**src/rtl/pipe_stage_reg.sv**
```systemverilog
// Configurable MIPS pipeline stage register: payload plus valid/PC/bd/exception/Tnew
// side-band, with hold-or-bubble stalls, flush, exception redirect and perf counters.
module pipe_stage_reg #(
    parameter int          DW         = 64,
    parameter int          PCW        = 32,
    parameter int          EXCW       = 5,
    parameter int          TW         = 2,
    parameter int          STALL_MODE = 0,
    parameter int          TNEW_DEC   = 0,
    parameter logic [31:0] HANDLER_PC = 32'h0000_4180,
    parameter int          CNTW       = 16
) (
    input  logic            clk,
    input  logic            reset,
    input  logic            stall,
    input  logic            flush,
    input  logic            req,
    input  logic            cnt_clr,
    input  logic            in_valid,
    input  logic [PCW-1:0]  in_pc,
    input  logic            in_bd,
    input  logic [EXCW-1:0] in_exc,
    input  logic [TW-1:0]   in_tnew,
    input  logic [DW-1:0]   in_data,
    output logic            out_valid,
    output logic [PCW-1:0]  out_pc,
    output logic            out_bd,
    output logic [EXCW-1:0] out_exc,
    output logic [TW-1:0]   out_tnew,
    output logic [DW-1:0]   out_data,
    output logic [CNTW-1:0] stall_cnt,
    output logic [CNTW-1:0] bubble_cnt
);

    localparam logic [PCW-1:0] HPC = PCW'(HANDLER_PC);

    function automatic logic [CNTW-1:0] sat_inc(input logic [CNTW-1:0] c);
        return (&c) ? c : c + CNTW'(1);
    endfunction

    // Tnew counts down toward 0 and never wraps.
    function automatic logic [TW-1:0] tnew_next(input logic [TW-1:0] t);
        if (TNEW_DEC != 0 && t != '0)
            return t - TW'(1);
        return t;
    endfunction

    logic            vld_p0;
    logic [PCW-1:0]  pc_p0;
    logic            bd_p0;
    logic [EXCW-1:0] exc_p0;
    logic [TW-1:0]   tnew_p0;
    logic [DW-1:0]   data_p0;
    logic [CNTW-1:0] stall_cnt_p0;
    logic [CNTW-1:0] bubble_cnt_p0;

    logic            nxt_vld;
    logic [PCW-1:0]  nxt_pc;
    logic            nxt_bd;
    logic [EXCW-1:0] nxt_exc;
    logic [TW-1:0]   nxt_tnew;
    logic [DW-1:0]   nxt_data;
    logic            bubble;
    logic            stall_ev;

    always_comb begin
        nxt_vld  = vld_p0;
        nxt_pc   = pc_p0;
        nxt_bd   = bd_p0;
        nxt_exc  = exc_p0;
        nxt_tnew = tnew_p0;
        nxt_data = data_p0;
        bubble   = 1'b0;
        if (req) begin
            bubble = 1'b1;
            nxt_pc = HPC;
            nxt_bd = 1'b0;
        end else if (flush) begin
            // A stalled flush keeps PC/bd so EPC still points at the squashed slot.
            bubble = 1'b1;
            nxt_pc = stall ? in_pc : '0;
            nxt_bd = stall & in_bd;
        end else if (stall) begin
            if (STALL_MODE != 0) begin
                bubble = 1'b1;
                nxt_pc = in_pc;
                nxt_bd = in_bd;
            end
        end else if (!in_valid) begin
            bubble = 1'b1;
            nxt_pc = in_pc;
            nxt_bd = in_bd;
        end else begin
            nxt_vld  = 1'b1;
            nxt_pc   = in_pc;
            nxt_bd   = in_bd;
            nxt_exc  = in_exc;
            nxt_tnew = tnew_next(in_tnew);
            nxt_data = in_data;
        end
        if (bubble) begin
            nxt_vld  = 1'b0;
            nxt_exc  = '0;
            nxt_tnew = '0;
            nxt_data = '0;
        end
    end

    assign stall_ev = stall & ~req & ~flush;

    // Stage boundary: upstream slot -> registered stage outputs.
    always_ff @(posedge clk or posedge reset) begin
        if (reset) begin
            vld_p0  <= 1'b0;
            pc_p0   <= '0;
            bd_p0   <= 1'b0;
            exc_p0  <= '0;
            tnew_p0 <= '0;
            data_p0 <= '0;
        end else begin
            vld_p0  <= nxt_vld;
            pc_p0   <= nxt_pc;
            bd_p0   <= nxt_bd;
            exc_p0  <= nxt_exc;
            tnew_p0 <= nxt_tnew;
            data_p0 <= nxt_data;
        end
    end

    always_ff @(posedge clk or posedge reset) begin
        if (reset) begin
            stall_cnt_p0  <= '0;
            bubble_cnt_p0 <= '0;
        end else if (cnt_clr) begin
            stall_cnt_p0  <= '0;
            bubble_cnt_p0 <= '0;
        end else begin
            if (stall_ev)
                stall_cnt_p0 <= sat_inc(stall_cnt_p0);
            if (bubble)
                bubble_cnt_p0 <= sat_inc(bubble_cnt_p0);
        end
    end

    assign out_valid  = vld_p0;
    assign out_pc     = pc_p0;
    assign out_bd     = bd_p0;
    assign out_exc    = exc_p0;
    assign out_tnew   = tnew_p0;
    assign out_data   = data_p0;
    assign stall_cnt  = stall_cnt_p0;
    assign bubble_cnt = bubble_cnt_p0;

endmodule

```
**config.mk**
```make
export PLATFORM = sky130hd
export DESIGN_NAME = pipe_stage_reg
export DESIGN_NICKNAME = d
export VERILOG_FILES = /design/src/rtl/pipe_stage_reg.sv
export SDC_FILE = /design/constraint.sdc
export NUM_CORES = 1
export LEC_CHECK = 0
export ABC_AREA = 1
export BUFFER_PORTS_ARGS = -buffer_cell sky130_fd_sc_hd__clkbuf_2
export CAP_MARGIN = 5
export CORE_ASPECT_RATIO = 1.25
export CORE_UTILIZATION = 40
export DETAILED_ROUTE_END_ITERATION = 10
export PLACE_DENSITY = 0.74
export SLEW_MARGIN = 20
export SYNTH_ARGS = -nofsm -noshare
export SYNTH_HDL_FRONTEND = slang
export SYNTH_SLANG_ARGS = --single-unit
```
**constraint.sdc**
```tcl
create_clock -name clk -period 3.49 [get_ports clk]
set_input_delay 0.1745 -clock clk [delete_from_list [all_inputs] [get_ports clk]]
set_output_delay 0.1745 -clock clk [all_outputs]
set_load 0.05 [all_outputs]
```
Yosys cells after proc, flatten, opt, wreduce, memory -nomap -nowiden
Cells that the tools add are included.

Bits in writable memories: 0. ROM bits: 0. Bits in latches: 0. Memories: 0. Register bits: 137. Logic and storage cells: 66. Output and inout port bits: 137.

Reduce and logical (&&, ||, !) cells: 8. Multiplexer cells: 37. $mul: 0. Bitwise logic cells: 5. Magnitude comparators: 0. Add/subtract/negate cells: 2. Div/mod/pow operators: 0. Shift-type cells: 0. Equal/unequal tests: 6.

Operators with widths (count): 64-bit 2-to-1 mux (5); 32-bit 2-to-1 mux (4); 16-bit 2-to-1 mux (6); 16-bit by 1-bit adder with 16-bit output, second input constant (2); 16-bit AND reduction (2); 5-bit 2-to-1 mux (5); 1-bit 2-to-1 mux (12); 2-bit 2-to-1 mux (5); 2-bit by 1-bit != test with 1-bit output, second input constant (3); 2-bit nonzero test (3); 2-bit != test, second input constant (2); 2-bit AND reduction (2); 4-bit AND reduction (1); 1-bit AND (3); 3-bit by 1-bit != test with 1-bit output, second input constant (1); 1-bit inverter (2).

Depth between registers and ports, before layout
Gate-level depths: netlist of the first run.

Depth in word-level cells: 6. Depth in mapped cells: 10.

Worst setup path after synthesis of the first run
Ideal clock, no wire load.

Path type: register to register. From: register stall_cnt_p0[1], in the netlist stall_cnt[1]. To: register stall_cnt_p0[2], in the netlist stall_cnt[2]. Arrival: 1731 ps. Clock period less this slack: 1805 ps. Path slack: 1685 ps. Setup time: 74 ps. Cell stages (with the launch flop): 10. Path through: dfrtp_1 ha_1 nand2_2 nor2_4 nand2_2 nand3b_4 nand2_4 buf_6 nand2_1 o21ai_2.

Word-level cells in the longest chain between the ends: 4. Elaborated cells between the ends (all ways): 7. Those cells by class: add/sub (1); eq/ne (1); mux (3); reduce/logical (2).

Ends and longest elaborated chain: start, declared (RTL line 54) `logic [CNTW-1:0] stall_cnt_p0;`; start signal, assigned (RTL line 139) `stall_cnt_p0 <= sat_inc(stall_cnt_p0);`; 16-bit by 1-bit adder with 16-bit output (RTL line 38) `return (&c) ? c : c + CNTW'(1);`; 16-bit 2-to-1 mux (RTL line 38); 16-bit 2-to-1 mux (RTL line 138) `if (stall_ev)`; 16-bit 2-to-1 mux (RTL line 134) `end else if (cnt_clr) begin`.

Several ways; a longest one is shown, not always the timed one. The select of a mux whose other input is x is not followed. A chain may end at the register's enable or synchronous reset.

Worst setup path in the final report of the first run
From: register stall_cnt_p0[0], in the netlist stall_cnt[0]. To: register stall_cnt_p0[15], in the netlist stall_cnt[15].

The elaborated chain is that of the path after synthesis.

==> key figures, run 1 <==
Outcome
  • Status: complete, no violations

STA
  • Final setup viols: 0
  • RSZ-0062 raised after global routing: no
  • Setup TNS: 0 ns
  • Setup Skew: 0.00659 ns
  • Min Clock Period, post-route: 1.73 ns
  • Max Slew Vio Count: 0
  • Final hold slack: 0.0212 ns
  • Final Hold Fails: 0
  • Final worst path period share: 49.5%
  • Slew @ Worst Pin: 0.854 ns
  • Slew margin rel.: 43.1%
  • Fmax achieved: 578 MHz

Power and ir drop
  • PD cells: 462 nW/um^2
  • Power share of the sequential group: between 40% and 50%
  • Leakage power total: 4.93 nW
  • Sw Ratio: 28.1%
  • Switching power total: 0.00118 W
  • Gate power share: between 10% and 20%
  • VDD IR max: 231 uV
  • Clock share of power: approximately 44%
  • P_int: approximately 0.003 W

Synth
  • Mean Syn Cell Area: around 8.5 sq um
  • Post-Synthesis Cells: ~720
  • Seq cells post-synth: 137
  • Leading area contributor after synthesis: dfrtp_1
  • Top FF cell, synth: dfrtp_1
  • Top cell type's share of synthesized area: 55.9%
  • Cell variety after synth: 30
  • EDFF count, synth: 0
  • Most frequent cells after synthesis: nand2_1 (294), dfrtp_1 (137), nand3_1 (116)
  • Synth warn: 0
  • Mapped Area: just over 6000 sq um
  • Top cells by area, synth: dfrtp_1 (56%), nand2_1 (18%), nand3_1 (9.5%), nor2_1 (2.0%), xor2_1 (1.6%)
  • Top-count cell post-synth: nand2_1
  • FFs w/ async S/R, synth: 100%
  • Seq/Total Area, Yosys: a little under three fifths
  • Net Count, Synth: 836

Die
  • Die height: 140 microns
  • DIE AREA: between 15,000 and 20,000 sq um
  • Starting density of the core: 40.9%
  • Num rows: 50
  • Core area: 15,000 sq um
  • Die width: 113 microns
  • I/O Pins: 248

Worst setup path
  • Critical Path RT: 3.80 ns
  • Crit end category: flop
  • Reg2reg path depth: 10
  • Crit path kind: flop to flop
  • Critical path peak fanout: 14
  • Worst path arrival time: 2.04 ns
  • Worst setup SP type: flop

Route
  • DRC errors left: 0
  • Vias: 6,227
  • DR vias/cell: 4.97
  • Routed WL per cell: about 15 microns
  • DR iter-0 viols: 409
  • Antenna viol nets, final: 0
  • Drt first pass iters: 7
  • DRT Wirelength: 18,900 microns

Final layout
  • Fin util: roughly three fifths
  • Share of post-route cells with drive strength above 1: between 20 and 30%
  • Layout area overhead: 48.2%
  • Fillers: roughly 1,200
  • Layout Nets: 1,171

Global route
  • Vias in the first global route: about 6,100
  • First-pass GRT wire length: 30,000 microns
  • Antenna violations before repair: 1
  • Largest net degree at the start of global routing: 91
  • GRT Util Overall: 24.2%
  • Grt ovf: 0

CTS
  • CTS clk-pin slew, worst paths: about 0.06 ns
  • Post-CTS sizing: 0
  • CTS max path bufs: 2
  • CTS Buf Count: 17
  • # clock sinks: 137
  • TritonCTS clock tree: done
  • Clk root buf: clkbuf_16
  • CTS H-tree lvls: 4
  • Insertion delay to the later sink of the worst-skew pair: 0.42 ns

Placement
  • HPWL Detailed: 11,400 microns
  • RePlAce Congestion: between 0.8 and 0.9
  • PortBufs: about 250

Worst hold path
  • Worst Hold Class: primary input to flop
  • Hold path depth: 3

Job
  • MaxCap Viol Count: 0
[power by group through the flow]
| stage | clock (W) | sequential (W) | combinational [W] |
|---|---|---|---|
| 3_5_place_dp | 0 | 0.00172 | 0.000558 |
| 6_report | 0.00186 | 0.00170 | 0.000654 |
| 4_1_cts | 0.00190 | 0.00169 | 0.000648 |
| 5_1_grt | 0.00195 | 0.00170 | 0.000693 |
| 2_1_floorplan | 0 | 0.00195 | 0.000146 |
| 3_3_place_gp | 0 | 0.00172 | 0.000554 |
[stage by stage]
step | total power (W) | cells | cell area [sq um] | setup WS (ns)
6_report | 0.00421 | 1254 | 9100 | 1.76
3_5_place_dp | 0.00228 | 1122 | 7490 | 1.67
2_1_floorplan | 0.00210 | 723 | 6140 | 1.61
3_3_place_gp | 0.00227 | 1122 | 7490 | 1.71
4_1_cts | 0.00424 | 1253 | 9090 | 1.74
5_1_grt | 0.00435 | 1254 | 9100 | 1.61
[what timing repair did]
item | CTS | global route
buffers inserted | 0 | 0
hold buffers | 99 | 0
hold endpoints to repair | 121 | 0
[cells by family (layout without fill, tap and decap cells)]
kind of cell | count (synthesis) | count (layout) | synth area share (%)
simple gates | 472 | 472 | 33.3
flops | 137 | 137 | 55.9
buf+inv | 59 | 407 | 4.32
compound gates | 36 | 36 | 3.71
xor+xnor | 17 | 17 | 2.43
fa+ha+maj | 2 | 2 | 0.408
other cells | 0 | 1 | 0
[critical path: stages, from the launching register on]
cell     delay (ns)
dfrtp_1        0.40
ha_1           0.27
nand2_2        0.09
nor2_4         0.13
nand2_2        0.09
nor2_1         0.09
nand2_1        0.07
nand3_2        0.27
inv_1          0.10
nand2_1        0.07
nand2_1        0.05
[path summary, 6_finish.rpt]
path	from	to	slack (ns)
setup / recovery	stall_cnt[0]	stall_cnt[15]	1.76
max in group asynchronous	reset	out_data[57]	2.11
hold reg to reg	out_pc[19]	out_pc[19]	0.48
hold / removal	in_data[5]	out_data[5]	0.02
setup reg to reg	stall_cnt[0]	stall_cnt[15]	1.76
min in group asynchronous	reset	out_pc[9]	0.36
[cell type report]
cell class                      count  area [sq um]  share of cell area (%)
Timing Repair Buffer              352          2300                    25.3
Multi-Input combinational cell    527          2440                    26.9
Antenna cell                        1          2.50                  0.0275
Clock buffer                       22           464                    5.10
Sequential cell                   137          3430                    37.7
Inverter                           23          90.1                   0.990
Clock inverter                     10           141                    1.55
Tap cell                          182           228                    2.50
[layout by cell type (no fill, tap or decap), drive strengths merged, types with 4 or more instances in the layout]
| cell | count |
|---|---|
| buf | 6 |
| dlygate4sd3 | 99 |
| nand4 | 6 |
| dfrtp | 137 |
| nand2 | 302 |
| inv | 24 |
| xnor2 | 6 |
| o21ai | 27 |
| a21oi | 5 |
| o21bai | 4 |
| nor2 | 41 |
| clkbuf | 269 |
| xor2 | 11 |
| nand3 | 118 |
[layer usage]
layer	GRT usage, %	vias to the layer above	wire, microns
met4	13.1	0	671
met3	5.76	55	1010
met5	0	-	0
met2	42.0	253	9860
li1	-	2988	-
met1	27.4	2931	7370
[state kept, by name, indices dropped and copies added, names as in the netlist]
register / count
out_bd: 1
out_pc: 32
bubble_cnt: 16
out_tnew: 2
out_data: 64
stall_cnt: 16
out_exc: 5
out_valid: 1
(Power assumes the default switching activity.)
==> run 2: changes to the inputs <==
Settings changed: PLACE_DENSITY 0.74 to 0.71.
Clock period 3.49 ns to 1.8 ns, I/O delays scaled along.
==> run 2 against run 1 <==
Core utilization rose by 0.98 points. Wire length fell by 3.4%. Sequential power rose by 94%. Non-clock buffer count rose by 19. Hold slack improved by 0.012 ns. Via count fell by 0.96%. Final cell count rose by 1.4%. Setup slack got worse by 1.6 ns. Sequential share of layout area fell by 0.60 points. Count of clock-buffer cells in the layout did not move.
==> key figures, run 2 (synthesis results as in run 1) <==
Outcome
  • Status: complete, no violations

Worst setup path
  • Critical Path RT: 2.13 ns (-1.67 ns)
  • Reg2reg path depth: 9 (-1)
  • Worst Setup SP: stall_cnt[0]
  • Worst path arrival time: 1.96 ns (-0.08 ns)
  • Critical path peak fanout: 14 (unchanged)
  • R2r setup slk: 0.17 ns (-1.59 ns)
  • CP Capture Point: stall_cnt[5]
  • Worst R2R End: stall_cnt[5]
  • Reg2Reg Launch Point: stall_cnt[0]
  • Worst setup SP type: flop
  • Crit path kind: flop to flop
  • Crit end category: flop

Final layout
  • Share of post-route cells with drive strength above 1: 30.0% (+0.49 points)
  • Diode count: 0 (-1)
  • Fillers: 1,240 (+0.49%)
  • Commonest non-fill, non-tap cell in the layout: nand2_1
  • Layout area overhead: 50.7%
  • Most frequent cells in the layout: nand2_1 (294), clkbuf_2 (247), dfrtp_1 (137)
  • Storage element area: 3430 sq um (unchanged)
  • Max FFs per register: 64 (unchanged)
  • Final Instance Count excl. Fillers: 1,272 (+1.4%)
  • Multi-input combinational cell area: 2450 sq um (+0.41%)
  • Layout Nets: 1,190 (+1.6%)

Die
  • Starting density of the core: 40.9% (unchanged)
  • Die height: 140 microns (unchanged)
  • DIE AREA: 15,800 sq um (unchanged)
  • I/O Pins: 248 (unchanged)
  • Die width: 113 microns (unchanged)
  • Core area: 15,000 sq um (unchanged)
  • Num rows: 50 (unchanged)

Placement
  • Place WS: 0.0714 ns (-1.60 ns)
  • RePlAce Congestion: 0.862 (+2.9%)
  • Placed Instances: 1,134 (+1.1%)
  • PortBufs: 247 (unchanged)
  • HPWL Detailed: 11,000 microns (-3.6%)

CTS
  • Insertion delay to the later sink of the worst-skew pair: 0.41 ns (about the same)
  • TritonCTS clock tree: done
  • CTS H-tree lvls: 4 (unchanged)
  • CTS Buf Count: 17 (unchanged)
  • CTS max path bufs: 2 (unchanged)
  • CTS clk-pin slew, worst paths: 0.05 ns (about the same)
  • # clock sinks: 137 (unchanged)
  • Clk root buf: clkbuf_16

STA
  • Setup Skew: 0.00853 ns (+0.00194 ns)
  • Min Clock Period, post-route: 1.63 ns (-0.0992 ns)
  • Final setup viols: 0 (unchanged)
  • Final hold slack: 0.0333 ns (+0.0121 ns)
  • RSZ-0062 raised after global routing: no
  • Final worst path period share: 90.5% (+41 points)
  • Final WS setup: 0.170 ns (-1.59 ns)
  • Fmax achieved: 614 MHz (+6.1%)
  • Max Slew Vio Count: 0 (unchanged)
  • Slew margin rel.: 65.1% (+22 points)
  • Slew @ Worst Pin: 0.523 ns (-0.331 ns)
  • Final Hold Fails: 0 (unchanged)

Worst hold path
  • Worst Hold Class: primary input to flop
  • Hold path depth: 3 (unchanged)

Global route
  • GRT Util Overall: 23.2% (-1.0 points)
  • Grt ovf: 0 (unchanged)
  • Largest net degree at the start of global routing: 77 (-15%)
  • First-pass GRT wire length: 28,900 microns (-3.8%)
  • Vias in the first global route: 5,917 (-2.4%)
  • Antenna violations before repair: 0 (-1)

Route
  • Routed WL per cell: 14.4 microns (-4.8%)
  • Vias: 6,167 (-0.96%)
  • DR vias/cell: 4.85 (-2.4%)
  • DRT Wirelength: 18,300 microns (-3.4%)
  • Drt first pass iters: 5 (-2)
  • DR iter-0 viols: 398 (-2.7%)
  • DRC errors left: 0 (unchanged)
  • Antenna viol nets, final: 0 (unchanged)

Power and ir drop
  • PD cells: 849 nW/um^2 (+84%)
  • VDD IR max: 410 uV (+77%)
  • Leakage power total: 5.00 nW (+1.5%)

Job
  • MaxCap Viol Count: 0 (unchanged)
## run 2: changes by cell type in the layout (fill, tap and decap cells not counted), sizes merged
cell         previous run  this run
buf                     6        18
clkinvlp                3         5
bufinv                  3         1
inv                    24        22
dlygate4sd3            99       106
diode                   1         0
clkinv                  3         5
## run 2: per-stage QoR
stage          TNS [ns]  util, %  total power, W  instance area, sq um
2_1_floorplan   -0.0222        -         0.00407                  6140
3_3_place_gp          0     50.7         0.00442                  7610
3_5_place_dp          0     50.7         0.00443                  7610
4_1_cts               0     61.5         0.00792                  9230
5_1_grt               0     61.6         0.00817                  9240
6_report              0     61.6         0.00785                  9240
## run 2: layout make-up
| class | count | share of cell area [%] |
|---|---|---|
| multi-input cells | 527 | 26.6 |
| repair buffers | 371 | 26.9 |
| flip-flops and latches | 137 | 37.1 |
| inverters | 23 | 0.975 |
| well taps | 182 | 2.46 |
| clock inverters | 10 | 1.04 |
| clock buffers | 22 | 5.02 |
## run 2: power by group
| part | total [W] | internal (W) | switching (W) |
|---|---|---|---|
| Sequential | 0.00329 | 0.00321 | 0.0000774 |
| Combinational | 0.00129 | 0.000417 | 0.000876 |
| Clock | 0.00327 | 0.00197 | 0.00130 |
| Total | 0.00785 | 0.00560 | 0.00225 |
## run 2: critical path, stage by stage, from the launching register on
cell and delay [ns]:
dfrtp_1 0.41, ha_1 0.26, nand2_2 0.10, nor2_4 0.04
nand2_2 0.08, nor2_1 0.05, nand2_1 0.10, nand3_4 0.19
buf_4 0.22, o21ai_2 0.10
## run 2: worst min-delay path by stage
stage	endpoint	slack [ns]	startpoint
detailed placement	out_valid	0.25	reset
floorplan	out_bd	0.23	in_bd
finish	out_valid	0.03	in_valid
CTS	out_valid	0.02	in_valid
global route	out_valid	0.05	in_valid
global placement	stall_cnt[14]	0.25	reset
## run 2: layer usage
| layer | GRT usage (%) | wire [microns] | up-vias |
|---|---|---|---|
| li1 | - | - | 3022 |
| met1 | 27.2 | 7340 | 2867 |
| met2 | 40.2 | 9430 | 237 |
| met4 | 11.4 | 501 | 0 |
| met5 | 0 | 0 | - |
| met3 | 4.80 | 1010 | 41 |
## run 2: what timing repair did
| item | in CTS | in global routing |
|---|---|---|
| buffers inserted | 0 | 0 |
| endpoints found under the setup margin | 0 | 3 |
| resized for setup | 0 | 2 |
| endpoints found under the hold margin | 242 | 0 |
| hold buffers | 106 | 0 |
==> run 3: changes to the inputs <==
==> constraint.sdc (replaced) <==
create_clock -name clk -period 1.8 [get_ports clk]
set_input_delay 0.27 -clock clk [delete_from_list [all_inputs] [get_ports clk]]
set_output_delay 0.27 -clock clk [all_outputs]
set_load 0.05 [all_outputs]
==> run 3 against run 2 <==
Register-to-register slack better by 0.03 ns. Maximum frequency up 2.0%. Critical path type unchanged. Hold slack better by 0.044 ns. Clock power up 6.7%. Power up 0.29%. Via count down 7.9%. Non-clock buffer count down 105. Final cell count down 8.3%. Core utilization down 6.6 points.
==> key figures, run 3 (synthesis results as in run 1) <==
Job
  • MaxCap Viol Count: 0 (unchanged)

Final layout
  • Share of post-route cells with drive strength above 1: 33.3% (+3.3 points)
  • Layout Nets: 1,085 (-8.8%)
  • Multi-input combinational cell area: 2450 sq um (-0.20%)
  • Commonest non-fill, non-tap cell in the layout: nand2_1
  • Layout area overhead: 34.4%
  • Post-Layout Inst Area: 8250 sq um (-11%)
  • Diode count: 0 (unchanged)
  • Most frequent cells in the layout: nand2_1 (294), clkbuf_2 (247), dfrtp_1 (137)
  • Storage element area: 3430 sq um (unchanged)
  • Max FFs per register: 64 (unchanged)
  • Fillers: 1,398 (+13%)
  • Final Instance Count excl. Fillers: 1,166 (-8.3%)

Power and ir drop
  • Power share of the sequential group: 41.7% (-0.2 points)
  • Sw Ratio: 27.7% (-0.94 points)
  • VDD IR max: 431 uV (+5.3%)
  • Gate power share: 14.0% (-2.5 points)
  • Clock share of power: 44.3% (+2.6 points)
  • PD cells: 954 nW/um^2 (+12%)
  • Leakage power total: 4.59 nW (-8.2%)
  • P_int: 0.00569 W (+1.6%)
  • Switching power total: 0.00218 W (-3.0%)

Global route
  • Grt ovf: 0 (unchanged)
  • Antenna violations before repair: 0 (unchanged)
  • First-pass GRT wire length: 25,700 microns (-11%)
  • Vias in the first global route: 5,222 (-12%)
  • Largest net degree at the start of global routing: 102 (+32%)
  • GRT Util Overall: 20.7% (-2.4 points)

Route
  • DRC errors left: 0 (unchanged)
  • Met1 wire length: 6870 microns (-6.3%)
  • DRT Wirelength: 16,100 microns (-12%)
  • Met2 routed WL: 8120 microns (-14%)
  • DR vias/cell: 4.87 (+0.44%)
  • Met3 routed WL: 788 microns (-22%)
  • Uppermost layer routed: met4
  • Routed WL per cell: 13.8 microns (-3.7%)
  • Drt first pass iters: 4 (-1)
  • DR iter-0 viols: 335 (-16%)
  • Antenna viol nets, final: 0 (unchanged)
  • Vias: 5,678 (-7.9%)

Placement
  • RePlAce Congestion: 0.893 (+3.5%)
  • Placed Instances: 1,134 (unchanged)
  • PortBufs: 247 (unchanged)
  • Place WS: 0.0998 ns (+0.0285 ns)
  • Post-Place Cell Area: 7630 sq um (+0.33%)
  • HPWL Detailed: 11,100 microns (+0.68%)

Worst setup path
  • R2r setup slk: 0.20 ns (+0.03 ns)
  • Reg2Reg Launch Point: stall_cnt[0]
  • Worst R2R End: stall_cnt[5]
  • Worst path arrival time: 1.94 ns (-0.02 ns)
  • Critical Path RT: 2.14 ns (about the same)
  • Crit end category: flop
  • Crit path kind: flop to flop
  • Critical path peak fanout: 14 (unchanged)
  • Worst setup SP type: flop
  • Reg2reg path depth: 9 (unchanged)

Worst hold path
  • Hold path depth: 3 (unchanged)
  • Hold Path Origin: in_bd
  • Hold EP: out_bd
  • Worst Hold Class: primary input to flop

Die
  • Starting density of the core: 40.9% (unchanged)
  • I/O Pins: 248 (unchanged)
  • Die width: 113 microns (unchanged)
  • Core area: 15,000 sq um (unchanged)
  • Num rows: 50 (unchanged)
  • DIE AREA: 15,800 sq um (unchanged)
  • Die height: 140 microns (unchanged)

CTS
  • Clk root buf: clkbuf_16
  • CTS max path bufs: 2 (unchanged)
  • CTS H-tree lvls: 4 (unchanged)
  • CTS Buf Count: 17 (unchanged)
  • Insertion delay to the later sink of the worst-skew pair: 0.41 ns (about the same)
  • TritonCTS clock tree: done
  • CTS clk-pin slew, worst paths: 0.06 ns (about the same)
  • # clock sinks: 137 (unchanged)

STA
  • Final worst path period share: 88.8% (-1.8 points)
  • Final setup viols: 0 (unchanged)
  • Fmax achieved: 626 MHz (+2.0%)
  • Slew margin rel.: 65.8% (+0.72 points)
  • Final WS setup: 0.202 ns (+0.0319 ns)
  • Setup Skew: 0.00404 ns (-0.00449 ns)
  • Final Hold Fails: 0 (unchanged)
  • Slew @ Worst Pin: 0.512 ns (-0.0114 ns)
  • Max Slew Vio Count: 0 (unchanged)
  • Min Clock Period, post-route: 1.60 ns (-0.0319 ns)
  • RSZ-0062 raised after global routing: no

Outcome
  • Status: complete, no violations
run 3: changes by cell type in the layout (fill, tap and decap cells not counted), sizes merged:
cell and change:
clkbuf -3, dlygate4sd3 -105, bufinv +2, clkinv +2, clkinvlp -2
run 3: routing by layer:
metal,global-route usage [%],up-vias
met5,0,-
met2,35.5,178
met4,8.42,0
met3,4.76,23
li1,-,2817
met1,25.2,2660
run 3: worst max-delay path, stage by stage, from the launching register on:
cell and delay [ns]:
dfrtp_1 0.42, ha_1 0.26, nand2_2 0.10, nor2_4 0.04, nand2_2 0.08, nor2_1 0.04, nand2_1 0.09, nand3_4 0.18
buf_4 0.21, o21ai_2 0.10
run 3: how the worst max path moves through the flow:
stage	start	endpoint	slack [ns]
floorplan	reset	bubble_cnt[0]	-0.18
global placement	stall_cnt[0]	stall_cnt[2]	0.16
detailed placement	stall_cnt[0]	stall_cnt[5]	0.1
CTS	stall_cnt[0]	stall_cnt[12]	0.08
global route	bubble_cnt[0]	bubble_cnt[1]	0.05
finish	stall_cnt[0]	stall_cnt[5]	0.20
run 3: through the flow:
stage / TNS (ns) / power [W] / hold slack (ns) / utilization [%]
2_1_floorplan: -24.29 / 0.00407 / 0.408 / -
3_3_place_gp: 0 / 0.00444 / 0.326 / 50.8
3_5_place_dp: 0 / 0.00445 / 0.327 / 50.8
4_1_cts: 0 / 0.00796 / 0.0611 / 54.9
5_1_grt: 0 / 0.00820 / 0.0631 / 54.9
6_report: 0 / 0.00787 / 0.0769 / 54.9
run 3: power groups by stage:
stage / sequential [W] / combinational [W] / clock [W]
global route: 0.00330 / 0.00118 / 0.00372
finish: 0.00328 / 0.00110 / 0.00349
CTS: 0.00328 / 0.00112 / 0.00357
global placement: 0.00333 / 0.00111 / 0
floorplan: 0.00378 / 0.000283 / 0
detailed placement: 0.00333 / 0.00111 / 0
run 3: timing repair:
action,in CTS,in global routing
endpoints found under the setup margin,0,5
hold endpoints to repair,15,0
gates resized for setup,0,1
hold buffers,1,0
setup buffers,0,0
run 3: cell type report:
type	instances	area share (%)
Sequential cell	137	41.6
Inverter	23	1.09
Clock buffer	19	5.37
Multi-Input combinational cell	527	29.7
Timing Repair Buffer	266	17.7
Tap cell	182	2.76
Clock inverter	12	1.84
